File: src/rtl/serial_adder_ctrl.sv
// serial_adder_ctrl: bit-serial WIDTH-bit adder that reuses one full-add cell (two half adders + OR), LSB first.
// Optional subtract mode and Sub port are enabled by defining SERIAL_ADDER_SUB_EN.
module serial_adder_ctrl #(
    parameter int WIDTH = 8
) (
    input  logic             Clk,
    input  logic             Rst,
    input  logic             Start,
    input  logic [WIDTH-1:0] Op_A,
    input  logic [WIDTH-1:0] Op_B,
`ifdef SERIAL_ADDER_SUB_EN
    input  logic             Sub,
`endif
    output logic             Busy,
    output logic             Done,
    output logic [WIDTH-1:0] Sum,
    output logic             Carry_Out
);

    localparam int            CW   = $clog2(WIDTH);
    localparam logic [CW-1:0] LAST = CW'(WIDTH - 1);

    typedef enum logic [1:0] {
        S_IDLE,
        S_RUN,
        S_DONE
    } state_e;

    typedef struct packed {
        logic s;
        logic c;
    } ha_t;

    function automatic ha_t half_add(input logic x, input logic y);
        ha_t r;
        r.s = x ^ y;
        r.c = x & y;
        return r;
    endfunction

    state_e           state_q, state_d;
    logic [CW-1:0]    cnt_q,   cnt_d;
    logic             carry_q, carry_d;
    logic [WIDTH-1:0] a_q,     a_d;
    logic [WIDTH-1:0] b_q,     b_d;
    logic [WIDTH-1:0] res_q,   res_d;
    logic [WIDTH-1:0] sum_q,   sum_d;
    logic             cout_q,  cout_d;

    logic sub_sel;
`ifdef SERIAL_ADDER_SUB_EN
    assign sub_sel = Sub;
`else
    assign sub_sel = 1'b0;
`endif

    // Shared 1-bit full-add cell: two half adders, carry-out is the OR of both half-adder carries.
    ha_t  ha0, ha1;
    logic fa_sum, fa_cout;
    assign ha0     = half_add(a_q[0], b_q[0]);
    assign ha1     = half_add(ha0.s, carry_q);
    assign fa_sum  = ha1.s;
    assign fa_cout = ha0.c | ha1.c;

    // NOTE: every signal gets its hold value first, so no path through this block can infer a latch.
    always_comb begin
        state_d = state_q;
        cnt_d   = cnt_q;
        carry_d = carry_q;
        a_d     = a_q;
        b_d     = b_q;
        res_d   = res_q;
        sum_d   = sum_q;
        cout_d  = cout_q;
        unique case (state_q)
            S_IDLE: begin
                if (Start) begin
                    a_d     = Op_A;
                    b_d     = sub_sel ? ~Op_B : Op_B;
                    carry_d = sub_sel;
                    cnt_d   = '0;
                    state_d = S_RUN;
                end
            end
            S_RUN: begin
                a_d     = a_q >> 1;
                b_d     = b_q >> 1;
                res_d   = {fa_sum, res_q[WIDTH-1:1]};
                carry_d = fa_cout;
                if (cnt_q == LAST) begin
                    // Outputs only ever see the completed word, never a partial one.
                    sum_d   = {fa_sum, res_q[WIDTH-1:1]};
                    cout_d  = fa_cout;
                    state_d = S_DONE;
                end else begin
                    cnt_d = cnt_q + CW'(1);
                end
            end
            S_DONE: begin
                state_d = S_IDLE;
            end
            default: begin
                state_d = S_IDLE;
            end
        endcase
    end

    // NOTE: the datapath registers are reset along with the FSM so a reset mid-RUN leaves no stale bits behind.
    always_ff @(posedge Clk or posedge Rst) begin
        if (Rst) begin
            state_q <= S_IDLE;
            cnt_q   <= '0;
            carry_q <= 1'b0;
            a_q     <= '0;
            b_q     <= '0;
            res_q   <= '0;
            sum_q   <= '0;
            cout_q  <= 1'b0;
        end else begin
            // NOTE: non-blocking assignments make every flop sample the pre-edge values of the others.
            state_q <= state_d;
            cnt_q   <= cnt_d;
            carry_q <= carry_d;
            a_q     <= a_d;
            b_q     <= b_d;
            res_q   <= res_d;
            sum_q   <= sum_d;
            cout_q  <= cout_d;
        end
    end

    assign Busy      = (state_q != S_IDLE);
    assign Done      = (state_q == S_DONE);
    assign Sum       = sum_q;
    assign Carry_Out = cout_q;

endmodule

File: config.mk
export PLATFORM = sky130hd
export DESIGN_NAME = serial_adder_ctrl
export DESIGN_NICKNAME = d
export VERILOG_FILES = /design/src/rtl/serial_adder_ctrl.sv
export SDC_FILE = /design/constraint.sdc
export NUM_CORES = 1
export LEC_CHECK = 0
export BUFFER_PORTS_ARGS = -buffer_cell sky130_fd_sc_hd__buf_2
export CAP_MARGIN = 5
export CORE_UTILIZATION = 32
export DETAILED_ROUTE_END_ITERATION = 10
export MAX_ROUTING_LAYER = met4
export SYNTH_ARGS = -nofsm -noshare
export SYNTH_HDL_FRONTEND = slang
export SYNTH_SLANG_ARGS = --single-unit
File: constraint.sdc
create_clock -name Clk -period 1.71 [get_ports Clk]
set_input_delay 0.4275 -clock Clk [delete_from_list [all_inputs] [get_ports Clk]]
set_output_delay 0.4275 -clock Clk [all_outputs]
set_load 0.03 [all_outputs]
Word-level counts from Yosys, hierarchy flattened
Index checks and enable logic that the tools add are counted.
{ "word_totals": {"register_bits": 39, "wordCells": 39, "output_inout_bits": 11, "input_bits": 19} }
{ "op_classes": {"n_eq_ne": 6, "n_addsub": 1, "mux": 12, "bitwise": 5, "reduce_logical": 7} }
{ "ops": {"columns": ["cell", "n"], "rows": [
  ["8-bit one-hot mux with 2 select lines", 2],
  ["8-bit two-way mux", 2],
  ["3-bit two-way mux", 2],
  ["2-bit inequality test, second input constant", 3],
  ["3-bit one-hot mux with 2 select lines", 1],
  ["2-bit AND reduction", 3],
  ["2-bit two-way mux", 2],
  ["2-bit one-hot mux with 2 select lines", 1],
  ["2-bit nonzero test", 2],
  ["3-bit by 1-bit adder with 3-bit output, second input constant", 1],
  ["3-bit equality test, second input constant", 1],
  ["3-bit AND reduction", 1],
  ["1-bit AND", 2],
  ["2-bit by 1-bit equality test with 1-bit output, second input constant", 1],
  ["2-bit equality test, second input constant", 1],
  ["2-bit zero test", 1],
  ["1-bit one-hot mux with 2 select lines", 1],
  ["1-bit XOR", 2],
  ["1-bit two-way mux", 1],
  ["1-bit OR", 1]
]} }

Longest topological paths before layout
{ "depth": {"word_depth": 4, "depth_mapped": 5, "ltp_nobuf": 4} }

Worst setup path before layout
Ideal clock, no wire load.
{ "synth_path": {"path_kind": "register to register", "start": "reg cnt_q[0]", "end": "reg cout_q, in the netlist Carry_Out", "setup_ns": 0.125, "period_less_slack_ns": 1.541, "path_stages_with_launch": 6, "t_arrival_ns": 1.416, "path_buffers": 1, "slack_ns": 0.169, "required_time_ns": 1.585, "cell_sequence": "dfrtp_1 ha_1 ha_1 nand3b_1 buf_2 mux2_2"} }
{ "synth_between": {"elab_chain_cells": 2} }
{ "synth_lines": {"columns": ["element", "line_no", "source"], "rows": [
  ["from (decl)", "42", "logic [CW-1:0] cnt_q, cnt_d;"],
  ["from (signal assigned)", "122", "cnt_q <= cnt_d;"],
  ["3-bit equality test", "90", "if (cnt_q == LAST) begin"],
  ["2-bit AND reduction (no line)", null, null],
  ["to (signal assigned)", "128", "cout_q <= cout_d;"],
  ["to (decl)", "48", "logic cout_q, cout_d;"]
]} }
No other way between the ends.
A chain may end at the register's enable or synchronous reset.

Final worst setup path
{ "layout_path": {"start": "reg state_q[0]", "end": "out Busy"} }
{ "layout_between": {"elab_chain_cells": 1} }
{ "layout_lines": {"columns": ["element", "line_no", "source"], "rows": [
  ["from (decl)", "41", "state_e state_q, state_d;"],
  ["from (signal assigned)", "121", "state_q <= state_d;"],
  ["2-bit nonzero test", "132", "assign Busy = (state_q != S_IDLE);"],
  ["to (decl)", "14", "output logic Busy,"]
]} }
No other way between the ends.

==> results_dict.tcl <==
set metrics [dict create \
    insertedDiodeCount 0 \
    grt_max_degree 39 \
    outcome "finished, final reports clean" \
    design.die.area_um2 5750 \
    cts_inserted_buffers 5 \
    cts_tree "built" \
    wire_length_of_the_first_global_routing_pass_mm 5.10 \
    critPathArrivalTime_ns 1.18 \
    first_global_vias 1063 \
    die_h_um 75.9 \
    worstHoldPathType "in2async" \
    core_area_um2 5170 \
    slew_violations 0 \
    port_buffers 29 \
    worst_slew_margin_rel_pct 67.8 \
    htree_num_levels 2 \
    worst_setup_path_start_kind "flip-flop" \
    yosysMostFrequentCell "sky130_fd_sc_hd__dfrtp_1" \
    min_period_ns 1.61 \
    nNetsFinal 201 \
    crit_path_end_kind "primary output" \
    grt.total_usage_pct 12.3 \
    finClkSkew_ns 0.00413 \
    vdd.ir_drop.worst_mv 0.777 \
    ctsLongestPathBuffers 2 \
    synthDominantCellAreaShare_pct 54.5 \
    starting_density_pct 33.7 \
    firstDrtPassIters 5 \
    detail_route.vias_per_cell 4.77 \
    dpl.hpwl_mm 1.99 \
    worstPathCellList "nor2_1 -> inv_1 -> buf_2" \
    cell_leakage_power_nw 0.994 \
    synth.yosys.seq_area_share_pct 54.5 \
    post_cts_setup_bufs 0 \
    drc 0 \
    post_synth_num_cell_types 27 \
    fmax_mhz 620 \
    grt_antenna_before_repair 0 \
    mappedNetlistArea_um2 1750 \
    highest_net_fanout_along_the_worst_path 8 \
    final.setup.tns_ns 0 \
    placed_cells_incl_taps 242 \
    report.final.hold_viol_count 0 \
    synth_edf_count 0 \
    overflow 0 \
    worst_path_largest_cell_delay_ns 0.50 \
    post_layout_nonfiller_instances 250 \
    postRouteWirelength_mm 3.05 \
    synthesis.nets 166 \
    synth_top_flop_cell "sky130_fd_sc_hd__dfrtp_1" \
    clkTransAtPathRegs_ns 0.08 \
    drt_first_iter_violations 97 \
    detail-route-antenna-nets 0 \
    critical_path_required_ns 1.28 \
    clkLatencyLatePin_ns 0.28 \
    post_drt_wl_per_cell_um 12.2 \
    setup.worst_path.class "reg2out" \
    die_w_um 75.9 \
    finalSetupViolations 0 \
    final.period_utilization_pct 94.3 \
    synth.area.top_cells "sky130_fd_sc_hd__dfrtp_1 54%, sky130_fd_sc_hd__mux2_2 10%, sky130_fd_sc_hd__a222oi_1 5.2%" \
    gp_congestion 0.725 \
    worst_pin_slew_ns 0.483 \
    clk_root_buffer_cell "sky130_fd_sc_hd__clkbuf_8" \
    yosys_warnings 0 \
    rsz0062_at_grt "no" \
    sinks_on_clock_net 38 \
    synthCells 144 \
    synth.cells.most_frequent "38 x sky130_fd_sc_hd__dfrtp_1, 20 x sky130_fd_sc_hd__inv_1, 16 x sky130_fd_sc_hd__mux2_2" \
    synth_area_per_cell_um2 12.1 \
    syn_to_final_growth_pct 18.9 \
    power.density_nw_per_um2 1800 \
    max-cap-violations 0 \
    stdcell_area_um2 2080 \
    synth_top_area_cell "sky130_fd_sc_hd__dfrtp_1" \
    route.vias.total 1192 \
    drive_gt1_share_pct 37.8 \
    synth_seq_cells 38 \
    placed_cell_area_um2 1980 \
    std_cell_rows 26 \
    top_level_ports 30 \
    async_reset_ff_share_pct 100 \
    slowest_stage "sky130_fd_sc_hd__dfrtp_1" \
]
[per-layer routing]
metal,GRT usage (%),share of wire [%],vias up
met3,3.57,3.9,0
met4,3.70,0,0
met1,17.5,53,581
met2,16.7,44,31
met5,-,0,-
li1,-,-,580
[cell usage in the layout (no fill, tap or decap), drive strengths merged, types with 5 or more instances in the layout]
cell type	instances
inv	20
nor2b	11
a222oi	9
nor4b	5
clkbuf	6
dfrtp	38
a221oi	5
mux2	16
buf	39
nor2	6
[report_power, final]
group,internal (mW),switching (mW),total (mW)
logic,0.744,0.810,1.55
clock network,0.324,0.311,0.635
registers,1.32,0.231,1.55
total,2.39,1.35,3.74
[path summary, 6_finish.rpt]
kind / startpoint / endpoint / slack [ns] / cells after the start
min in group Clk: Op_A[7] / a_q[7] / 0.40 / 2
hold / removal: Rst / Sum[4] / 0.24 / 3
max in group asynchronous: Rst / state_q[1] / 1.11 / 3
setup / recovery: state_q[0] / Busy / 0.1 / 3
hold reg to reg: b_q[7] / b_q[7] / 0.50 / 1
setup reg to reg: cnt_q[0] / Sum[2] / 0.18 / 5
[flip-flops by register name, summed over array words and instances (netlist names)]
signal and flops:
carry_q 1, res_q 7, state_q 2, Sum 8
Carry_Out 1, a_q 8, b_q 8, cnt_q 3
[worst max-delay path, delay by kind of cell, from the launching register on]
family                 cells  cell delay [ns]
DFF                        1             0.50
buffers and inverters      2             0.22
and+or+nand+nor            1             0.18
[layout make-up]
class                           instances  area (µm²)
Clock inverter                          2        12.5
Timing Repair Buffer                   39         220
Clock buffer                            6        82.6
Tap cell                               70        87.6
Fill cell                             506        3100
Sequential cell                        38         952
Inverter                               20        75.1
Multi-Input combinational cell         75         646
[repair_timing]
action,in CTS,in global routing
hold buffers,0,0
endpoints found under the setup margin,0,2
gates resized for setup,0,1
[cells by family after synthesis]
| group | count (synthesis) | synth area share, % |
|---|---|---|
| fa+ha+maj | 3 | 2.58 |
| simple gates | 33 | 11.8 |
| compound gates | 23 | 12.3 |
| buf+inv | 31 | 8.53 |
| flops | 38 | 54.5 |
| mux | 16 | 10.3 |
[per-stage QoR]
step	total power [mW]	worst slack [ns]	hold slack, ns	util [%]
finish	3.74	0.0979	0.244	40.1
global route	4.04	0.000640	0.299	40.1
CTS	3.78	0.0391	0.260	40.1
detailed placement	3.13	0.181	0.487	38.3
global placement	3.12	0.207	0.477	38.3
floorplan	2.78	0.169	0.466	-
Note: power is estimated with default switching activity, not from simulation.
